===== config.mk =====
export PLATFORM = sky130hd
export DESIGN_NAME = seq_divider_flat
export DESIGN_NICKNAME = d
export VERILOG_FILES = /design/src/rtl/seq_divider_pkg.sv /design/src/rtl/seq_divider_if.sv /design/src/rtl/seq_divider_addsub.sv /design/src/rtl/seq_divider.sv /design/src/flat_wrapper.sv
export SDC_FILE = /design/constraint.sdc
export NUM_CORES = 1
export LEC_CHECK = 0
export ABC_CLOCK_PERIOD_IN_PS = 11400
export BUFFER_PORTS_ARGS = -buffer_cell sky130_fd_sc_hd__buf_2
export CAP_MARGIN = 0
export CORE_MARGIN = 2
export CORE_UTILIZATION = 60
export CTS_CLUSTER_SIZE = 16
export DETAILED_ROUTE_END_ITERATION = 8
export PLACE_DENSITY = 0.81
export SLEW_MARGIN = 5
export SYNTH_ARGS = -nofsm -noshare
export SYNTH_HDL_FRONTEND = slang
export SYNTH_SLANG_ARGS = --single-unit

===== constraint.sdc =====
create_clock -name CK -period 11.4 [get_ports CK]
set_input_delay 2.85 -clock CK [delete_from_list [all_inputs] [get_ports CK]]
set_output_delay 2.85 -clock CK [all_outputs]
set_load 0.03 [all_outputs]

===== src/rtl/seq_divider_pkg.sv =====
// rtl/seq_divider_pkg.sv - shared types and helpers for the sequential divider
package div_pkg;

    typedef enum logic [1:0] {
        IDLE = 2'd0,
        ITER = 2'd1,
        FIX  = 2'd2,
        DONE = 2'd3
    } div_state_t;

    // Width of a down-counter that must hold the value n
    function automatic int cnt_width(input int n);
        return $clog2(n + 1);
    endfunction

endpackage


===== src/rtl/seq_divider_if.sv =====
// rtl/seq_divider_if.sv - request/result bundle between a divider client and the divider
interface seq_divider_if #(
    parameter int C_NUM_BITS = 24
);
    logic                  start;
    logic                  signed_mode;
    logic [C_NUM_BITS-1:0] A;
    logic [C_NUM_BITS-1:0] B;
    logic                  busy;
    logic                  done;
    logic [C_NUM_BITS-1:0] Q;
    logic [C_NUM_BITS-1:0] R;
    logic                  div_by_zero;

    modport master (
        output start, signed_mode, A, B,
        input  busy, done, Q, R, div_by_zero
    );

    modport slave (
        input  start, signed_mode, A, B,
        output busy, done, Q, R, div_by_zero
    );
endinterface


===== src/rtl/seq_divider_addsub.sv =====
// rtl/seq_divider_addsub.sv - partial-remainder adder/subtractor shared by iteration and correction
module div_addsub_step #(
    parameter int W = 25
) (
    input  logic [W-1:0] a_i,
    input  logic [W-1:0] b_i,
    input  logic         sub_i,
    output logic [W-1:0] y_o
);

    // Single adder: subtraction is a + ~b + 1, so both modes share one carry chain
    assign y_o = a_i + (sub_i ? ~b_i : b_i) + {{(W-1){1'b0}}, sub_i};

endmodule


===== src/rtl/seq_divider.sv =====
// rtl/seq_divider.sv - multi-cycle non-restoring integer divider with start/done handshake
module seq_divider
    import div_pkg::*;
#(
    parameter int C_NUM_BITS  = 24,
    parameter int C_SIGNED_EN = 1
) (
    input  logic         CK,
    input  logic         RN,
    input  logic         E,
    seq_divider_if.slave dif
);

    localparam int N  = C_NUM_BITS;
    localparam int CW = cnt_width(C_NUM_BITS);

    localparam logic [N-1:0]  ONE_N    = {{(N-1){1'b0}}, 1'b1};
    localparam logic [CW-1:0] CNT_FULL = CW'(C_NUM_BITS);
    localparam logic [CW-1:0] CNT_ONE  = {{(CW-1){1'b0}}, 1'b1};

    div_state_t    state_q;
    logic [CW-1:0] cnt_q;
    logic [N-1:0]  divisor_q;     // |B|
    logic [N-1:0]  dividend_q;    // |A| shifting out, quotient bits shifting in
    logic [N:0]    prem_q;        // signed partial remainder
    logic          neg_quo_q;
    logic          neg_rem_q;
    logic          dbz_q;
    logic          busy_q;
    logic          done_q;
    logic [N-1:0]  quo_q;
    logic [N-1:0]  rem_q;
    logic          dbz_out_q;

    logic          signed_eff;
    logic          sign_a;
    logic          sign_b;
    logic [N-1:0]  abs_a;
    logic [N-1:0]  abs_b;
    logic          b_is_zero;
    logic [N:0]    step_a;
    logic [N:0]    step_b;
    logic          step_sub;
    logic [N:0]    step_y;
    logic          q_bit;
    logic [N-1:0]  mag_rem;
    logic [N-1:0]  quo_fin;
    logic [N-1:0]  rem_fin;

    // Operand conditioning at the start edge: effective signedness, magnitudes, zero test
    always_comb begin
        signed_eff = (C_SIGNED_EN != 0) & dif.signed_mode;
        sign_a     = signed_eff & dif.A[N-1];
        sign_b     = signed_eff & dif.B[N-1];
        abs_a      = sign_a ? (~dif.A + ONE_N) : dif.A;
        abs_b      = sign_b ? (~dif.B + ONE_N) : dif.B;
        b_is_zero  = (dif.B == '0);
    end

    // Adder operand select: shifted remainder +/- divisor in ITER, plain add-back in FIX
    always_comb begin
        step_b = {1'b0, divisor_q};
        if (state_q == FIX) begin
            step_a   = prem_q;
            step_sub = 1'b0;
        end else begin
            step_a   = {prem_q[N-1:0], dividend_q[N-1]};
            step_sub = ~prem_q[N];
        end
    end

    div_addsub_step #(
        .W (N + 1)
    ) u_step (
        .a_i   (step_a),
        .b_i   (step_b),
        .sub_i (step_sub),
        .y_o   (step_y)
    );

    // Final sign fix-up; divide-by-zero returns all-ones and the original dividend
    always_comb begin
        q_bit   = ~step_y[N];
        mag_rem = prem_q[N] ? step_y[N-1:0] : prem_q[N-1:0];
        if (dbz_q) begin
            quo_fin = '1;
            rem_fin = neg_rem_q ? (~dividend_q + ONE_N) : dividend_q;
        end else begin
            quo_fin = neg_quo_q ? (~dividend_q + ONE_N) : dividend_q;
            rem_fin = neg_rem_q ? (~mag_rem + ONE_N) : mag_rem;
        end
    end

    // Control FSM, iteration datapath and registered outputs; E=0 freezes everything
    always_ff @(posedge CK or negedge RN) begin
        if (!RN) begin
            state_q    <= IDLE;
            cnt_q      <= '0;
            divisor_q  <= '0;
            dividend_q <= '0;
            prem_q     <= '0;
            neg_quo_q  <= 1'b0;
            neg_rem_q  <= 1'b0;
            dbz_q      <= 1'b0;
            busy_q     <= 1'b0;
            done_q     <= 1'b0;
            quo_q      <= '0;
            rem_q      <= '0;
            dbz_out_q  <= 1'b0;
        end else if (E) begin
            done_q <= 1'b0;
            case (state_q)
                IDLE, DONE: begin
                    if (dif.start) begin
                        divisor_q  <= abs_b;
                        dividend_q <= abs_a;
                        prem_q     <= '0;
                        neg_quo_q  <= sign_a ^ sign_b;
                        neg_rem_q  <= sign_a;
                        dbz_q      <= b_is_zero;
                        busy_q     <= 1'b1;
                        if (b_is_zero) begin
                            // one settle edge in FIX keeps divide-by-zero at a fixed 3-edge latency
                            state_q <= FIX;
                            cnt_q   <= CNT_ONE;
                        end else begin
                            state_q <= ITER;
                            cnt_q   <= CNT_FULL;
                        end
                    end else begin
                        state_q <= IDLE;
                    end
                end
                ITER: begin
                    prem_q     <= step_y;
                    dividend_q <= {dividend_q[N-2:0], q_bit};
                    cnt_q      <= cnt_q - CNT_ONE;
                    if (cnt_q == CNT_ONE) begin
                        state_q <= FIX;
                    end
                end
                FIX: begin
                    if (cnt_q != '0) begin
                        cnt_q <= cnt_q - CNT_ONE;
                    end else begin
                        quo_q     <= quo_fin;
                        rem_q     <= rem_fin;
                        dbz_out_q <= dbz_q;
                        busy_q    <= 1'b0;
                        done_q    <= 1'b1;
                        state_q   <= DONE;
                    end
                end
                default: begin
                    state_q <= IDLE;
                    busy_q  <= 1'b0;
                end
            endcase
        end
    end

    assign dif.busy        = busy_q;
    assign dif.done        = done_q;
    assign dif.Q           = quo_q;
    assign dif.R           = rem_q;
    assign dif.div_by_zero = dbz_out_q;

endmodule


===== src/flat_wrapper.sv =====
// flat-port wrapper written by rule: the top's interface ports become plain ports
module seq_divider_flat import div_pkg::*;
#(
    parameter int C_NUM_BITS  = 24,
    parameter int C_SIGNED_EN = 1
)
  (CK, RN, E, dif_start, dif_signed_mode, dif_A, dif_B, dif_busy, dif_done, dif_Q, dif_R, dif_div_by_zero);
  seq_divider_if #(.C_NUM_BITS(C_NUM_BITS)) dif_i ();
  input  logic CK;
  input  logic RN;
  input  logic E;
  input wire logic [$bits(dif_i.start)-1:0] dif_start;
  input wire logic [$bits(dif_i.signed_mode)-1:0] dif_signed_mode;
  input wire logic [$bits(dif_i.A)-1:0] dif_A;
  input wire logic [$bits(dif_i.B)-1:0] dif_B;
  output wire logic [$bits(dif_i.busy)-1:0] dif_busy;
  output wire logic [$bits(dif_i.done)-1:0] dif_done;
  output wire logic [$bits(dif_i.Q)-1:0] dif_Q;
  output wire logic [$bits(dif_i.R)-1:0] dif_R;
  output wire logic [$bits(dif_i.div_by_zero)-1:0] dif_div_by_zero;
  assign dif_i.start = dif_start;
  assign dif_i.signed_mode = dif_signed_mode;
  assign dif_i.A = dif_A;
  assign dif_i.B = dif_B;
  assign dif_busy = dif_i.busy;
  assign dif_done = dif_i.done;
  assign dif_Q = dif_i.Q;
  assign dif_R = dif_i.R;
  assign dif_div_by_zero = dif_i.div_by_zero;
  seq_divider #(.C_NUM_BITS(C_NUM_BITS), .C_SIGNED_EN(C_SIGNED_EN)) u_core (.CK(CK), .RN(RN), .E(E), .dif(dif_i));
endmodule

Word level (Yosys, flattened, before mapping)
Cells that the tools add are included.

operators by class
  add/sub/neg operators = 7
  equal/unequal tests = 8
  mux-type cells = 29
  bitwise operators = 11
  reduce and logical (&&, ||, !) cells = 12

operator list
  kind                     number
  $mux W24                 9
  $add A24 B1 Y24 const B  4
  $not A24 Y24             4
  $mux W25                 3
  $pmux W25 S2             1
  $pmux W24 S2             1
  $add A25 B1 Y25          1
  $add A25 B25 Y25         1
  $not A24 Y25             1
  $logic_not A24 Y1        1
  $mux W5                  3
  $pmux W5 S3              1
  $reduce_and A3 Y1        5
  $mux W2                  4
  $ne A2 B2 Y1 const B     3
  $pmux W2 S3              1
  $eq A5 B1 Y1 const B     1
  $mux W1                  5
  $reduce_bool A5 Y1       1
  $sub A5 B1 Y5 const B    1
  $eq A2 B2 Y1 const B     2
  $reduce_and A4 Y1        1
  $reduce_bool A2 Y1       2
  $not A1 Y1               3
  7 further kinds          8

storage, ports and cells
  bits in registers = 134
  input bits = 53
  output and inout bits = 51
  logic and storage cells = 80

Logic depth before layout (Yosys ltp)
  depth in word-level cells = 10
  mapped depth = 20
  gate-level depth less buffers = 16

By module
From an unflattened synthesis, not the netlist that was laid out.

second synthesis, totals
  cells, all modules = 1,243
  area, all modules = 10,405.0 µm²

by module, submodules not included
  module           times used  cells each  area each (µm²)  seq. area each (µm²)
  seq_divider      1           1,003       8,735.9          3,353.2
  div_addsub_step  1           240         1,669.1          0.0

Least setup slack after synthesis
Ideal clock, no wire load.

  kind = register -> register
  from = register u_core.prem_q[24]
  to = register u_core.rem_q[16], in the netlist u_core.dif.R[16]
  setup time = 0.126 ns
  arrival = 5.112 ns
  required time = 11.274 ns
  setup slack = 6.162 ns
  cell stages (with the launch flop) = 20
  buffers on the path = 6
  period minus slack after synthesis = 5.238 ns
  cells stage by stage = dfrtp_1 buf_2 clkbuf_1 buf_2 buf_1 clkbuf_1 nor2_1 clkbuf_1 xor2_1 ha_1 a21oi_4 o31ai_2 or3_4 a211oi_2 o2111ai_1 a221oi_2 or3b_4 o211ai_2 a31oi_1 o32a_1

on the way
  word-level cells in the longest chain between the ends = 10

ends and longest elaborated chain
  item                      RTL line                  RTL
  start: declaration        seq_divider.sv:25         logic [N:0] prem_q;
  start signal: assignment  seq_divider.sv:135        prem_q <= step_y;
  $not A1 Y1                seq_divider.sv:68         step_sub = ~prem_q[N];
  $mux W1                   seq_divider.sv:63         if (state_q == FIX) begin
  $mux W25                  seq_divider_addsub.sv:12  assign y_o = a_i + (sub_i ? ~b_i : b_i) + {{(W-1){1'b0}}, sub_i};
  $add A25 B25 Y25          seq_divider_addsub.sv:12
  $add A25 B1 Y25           seq_divider_addsub.sv:12
  $mux W24 (*)              seq_divider.sv:84         mag_rem = prem_q[N] ? step_y[N-1:0] : prem_q[N-1:0];
  $not A24 Y24              seq_divider.sv:90         rem_fin = neg_rem_q ? (~mag_rem + ONE_N) : mag_rem;
  $add A24 B1 Y24           seq_divider.sv:90
  $mux W24 (*)              seq_divider.sv:90
  $mux W24 (*)              seq_divider.sv:85         if (dbz_q) begin
  end signal: assignment    seq_divider.sv:147        rem_q <= rem_fin;
  end: declaration          seq_divider.sv:32         logic [N-1:0] rem_q;

Every way passes the cells marked *; elsewhere a longest branch is shown, timed or not.
A chain may end at the register's enable or synchronous reset.

Worst setup path in the final report
  from = register u_core.prem_q[24]
  to = register u_core.rem_q[14], in the netlist u_core.dif.R[14]

The elaborated chain is that of the path after synthesis.

==> metrics.md <==
| Metric | Value |
|---|---|
| Outcome | `complete, no violations` |
| Synth Instances | `1347` |
| Dpl hpwl | `~22 mm` |
| All-Layer GR Usage | `32.2%` |
| Post-cts sizing count | `0` |
| Via density | `approximately 6.3` |
| DR iter-0 viols | `862` |
| Total setup buffers inserted after CTS | `0` |
| Final WL | `~30 mm` |
| Post-Layout Inst Area | `between 10000 and 15000 um^2` |
| Clock root buffer | `clkbuf_16` |
| Post-route setup TNS | `0 ps` |
| Longest Clk Path Bufs | `2` |
| Crit path max fanout | `49` |
| Worst vdd ir | `0.000166 V` |
| Largest net degree at the start of global routing | `72` |
| Max-slew headroom | `a little over two fifths` |
| Synth async-reset ratio | `100%` |
| Final clock skew | `between 10 and 15 ps` |
| Worst-margin pin slew | `864 ps` |
| YS warnings | `0` |
| Number of fill cells | `~1400` |
| Initial antenna violation count | `0` |
| Setup-failing EPs final | `0` |
| Crit path max-delay family | `compound AO/OA/AOI/OAI gates` |
| Slowest cell on crit path | `a221oi_2` |
| Delay of the slowest cell on the worst path | `590 ps` |
| # nets final | `approximately 1500` |
| Clk_lat worst skew | `approximately 430 ps` |
| Die Span X | `137 um` |
| Number of global-route vias before repair | `~9500` |
| Footprint of the multi-input gates | `just under 7000 um^2` |
| Leak pwr | `5.29 nW` |
| Max_cap viols | `0` |
| First-pass GRT wire length | `47.8 mm` |
| Total CTS buffers | `17` |
| Fin. max-slew vios | `0` |
| DRC viols | `0` |
| Layout cells sized above 1 | `14.6%` |
| RSZ-0062 raised after global routing | `false` |
| Buf/Inv on CP | `3` |
| Pwr dens | `roughly 360 nW/um^2` |
| First-pass iteration count of the detailed router | `6` |
| Row count | `48` |
| Period utilization | `between 40% and 50%` |
| Hold Fails Final Rpt | `0` |
| CP cell instances | `buf_4 -> nor2_2 -> buf_4 -> xor2_1 -> inv_1 -> fa_1 -> nand2b_1 -> a211oi_4 -> o21ai_2 -> xor2_1 -> o211ai_1 -> a221oi_2 -> nor3b_1 -> nor3b_1 -> o21a_1 -> o41ai_2` |
| Synth Flop Type | `dfrtp_1` |
| CP Capture Type | `flip-flop` |
| Post-Syn Area | `about 11000 um^2` |
| Data arrival, critical path | `5400 ps` |
| Hold_ws | `approximately 480 ps` |
| DR WL/cell | `approximately 18 um` |
| Antenna Nets Post-Route | `0` |
| CTS tree | `yes` |
| Post-Route Utilization | `roughly two thirds` |
| Post-CTS Hold Buffers | `0` |
| Dpl cell area | `around 11000 um^2` |
| Reg area | `~3400 um^2` |
| Hold Crit Class | `reg2reg` |
| H-tree depth | `4` |
| Core footprint | `~17000 um^2` |
| Register clock-pin slew on the reported worst setup and hold paths | `70 ps` |
| GRT Residual Overflow | `0` |
| #FFs+latches synth | `134` |
| Critical Path RT | `between 10000 and 15000 ps` |
| Post-synth EDFFs | `0` |
| Die Area | `roughly 19000 um^2` |
| Synthesized net count | `around 1400` |
| IO Pins | `approximately 100` |
| Sequential fraction of the synthesis area | `between 30% and 40%` |
| Cell variety after synth | `86` |
| Routability cong. | `slightly above 0.9` |
| ANT cells | `0` |
| Die Y-Extent | `137 um` |
| Crit path launch type | `flip-flop` |
| Setup Crit Path Kind | `reg2reg` |
| Starting density of the core | `about three fifths` |
| IO buf count | `103` |
| Syn Area/Cell | `around 7.9 um^2` |
| Area Overhead vs Synth | `11.3%` |
| Vias post-DR | `slightly above 10000` |
| Max Fclk | `around 200 MHz` |
| Clk sinks | `134` |
| Crit path time final | `roughly 5000 ps` |
-- metal layers --
metal | wire length (um) | global-route usage [%] | vias to the layer above | part of all wire [%]
li1 | - | - | 4892 | -
met1 | 12800 | 44.8 | 4812 | 43
met2 | 13500 | 49.9 | 451 | 45
met3 | 2530 | 5.00 | 74 | 8.5
met4 | 980 | 14.0 | 0 | 3.3
met5 | 0 | 0 | - | 0
-- kinds of logic (layout without fill, tap and decap cells) --
family                   Yosys count  in the layout  synth area share [%]
AND/OR/NAND/NOR                  513            513                  22.9
AO/OA/AOI/OAI                    388            388                  23.0
flip-flops                       134            134                  31.6
buffers and inverters            122            179                  4.47
XOR/XNOR                         113            113                  9.33
multiplexers                      44             44                  4.72
adder cells (fa/ha/maj)           33             33                  3.96
-- synth_stat cells, types with 11 or more instances --
library cell,number,area share [%]
nand3_1,39,1.8
nor2_1,130,4.6
nand2_1,181,6.4
xnor2_1,52,4.3
a31oi_1,27,1.6
mux2_2,28,3.0
nor3_1,38,1.8
o31ai_1,12,0.85
dfrtp_1,134,32
or3_1,18,1.1
a211oi_1,11,0.78
mux2i_1,14,1.3
nand2b_1,16,0.94
clkbuf_1,74,2.6
ha_1,32,3.8
a21oi_1,100,4.7
inv_1,29,1.0
o21ai_0,126,5.9
and3_1,16,0.94
xor2_1,61,5.0
a21o_1,13,0.92
-- cell type report --
class / count / area share [%]
multi-input combinational: 1091 / 57.5
clock inverter: 13 / 1.64
timing repair buffer: 117 / 5.31
inverter: 30 / 0.954
tap: 225 / 2.38
clock buffer: 19 / 3.75
sequential: 134 / 28.4
-- placed cells by master, fill, tap and decap left out, types with 11 or more instances in the layout --
master and count:
buf_2 102, and3_1 15, a21o_1 13, xor2_1 61, o21ai_0 126, a211oi_1 11
or3_1 18, nand3_1 38, nor3_1 38, clkbuf_16 17, buf_4 14, nand2b_1 16
ha_1 32, mux2_2 28, mux2i_1 14, o31ai_1 12, a21oi_1 100, nor2_1 128
nand2_1 181, dfrtp_1 133, a31oi_1 27, inv_1 29, xnor2_1 52
-- report_power, final --
part	leakage, nW	internal, W	switching (W)
Clock	0.309	0.000375	0.000231
Combinational	3.25	0.00101	0.00174
Sequential	1.73	0.000657	0.000242
Total	5.29	0.00204	0.00222
-- tightest hold or removal path, delay by kind of cell, from the launching register on --
family / cells / cell delay (ps)
and+or+nand+nor: 2 / 100
DFF: 1 / 350
-- final timing paths --
path | startpoint | to | slack, ps | depth (start not counted)
max in group asynchronous | RN | u_core.dbz_q$_DFFE_PN0P_ | 7630 | 2
worst max register to register | u_core.prem_q[24]$_DFFE_PN0P_ | u_core.dif.R[14]$_DFFE_PN0P_ | 6330 | 16
worst max-delay path | u_core.prem_q[24]$_DFFE_PN0P_ | u_core.dif.R[14]$_DFFE_PN0P_ | 6330 | 16
worst min-delay path | u_core.dif.R[9]$_DFFE_PN0P_ | u_core.dif.R[9]$_DFFE_PN0P_ | 480 | 2
min in group asynchronous | RN | u_core.prem_q[9]$_DFFE_PN0P_ | 2410 | 1
worst min register to register | u_core.dif.R[9]$_DFFE_PN0P_ | u_core.dif.R[9]$_DFFE_PN0P_ | 480 | 2
-- registers in the layout (all words and copies together), names as in the netlist, 2 cells and up --
signal	flops
u_core.cnt_q	5
u_core.dif.Q	24
u_core.dif.R	24
u_core.dividend_q	24
u_core.divisor_q	24
u_core.prem_q	25
u_core.state_q	2
-- metrics by stage --
step           cells  total power (W)  setup slack, ps
3_5_place_dp    1597          0.00358             6120
5_1_grt         1629          0.00457             5920
3_3_place_gp    1597          0.00351             6230
6_report        1629          0.00426             6330
2_1_floorplan   1347          0.00292             6160
4_1_cts         1629          0.00420             6420
Power figures use the tool's default switching activity.
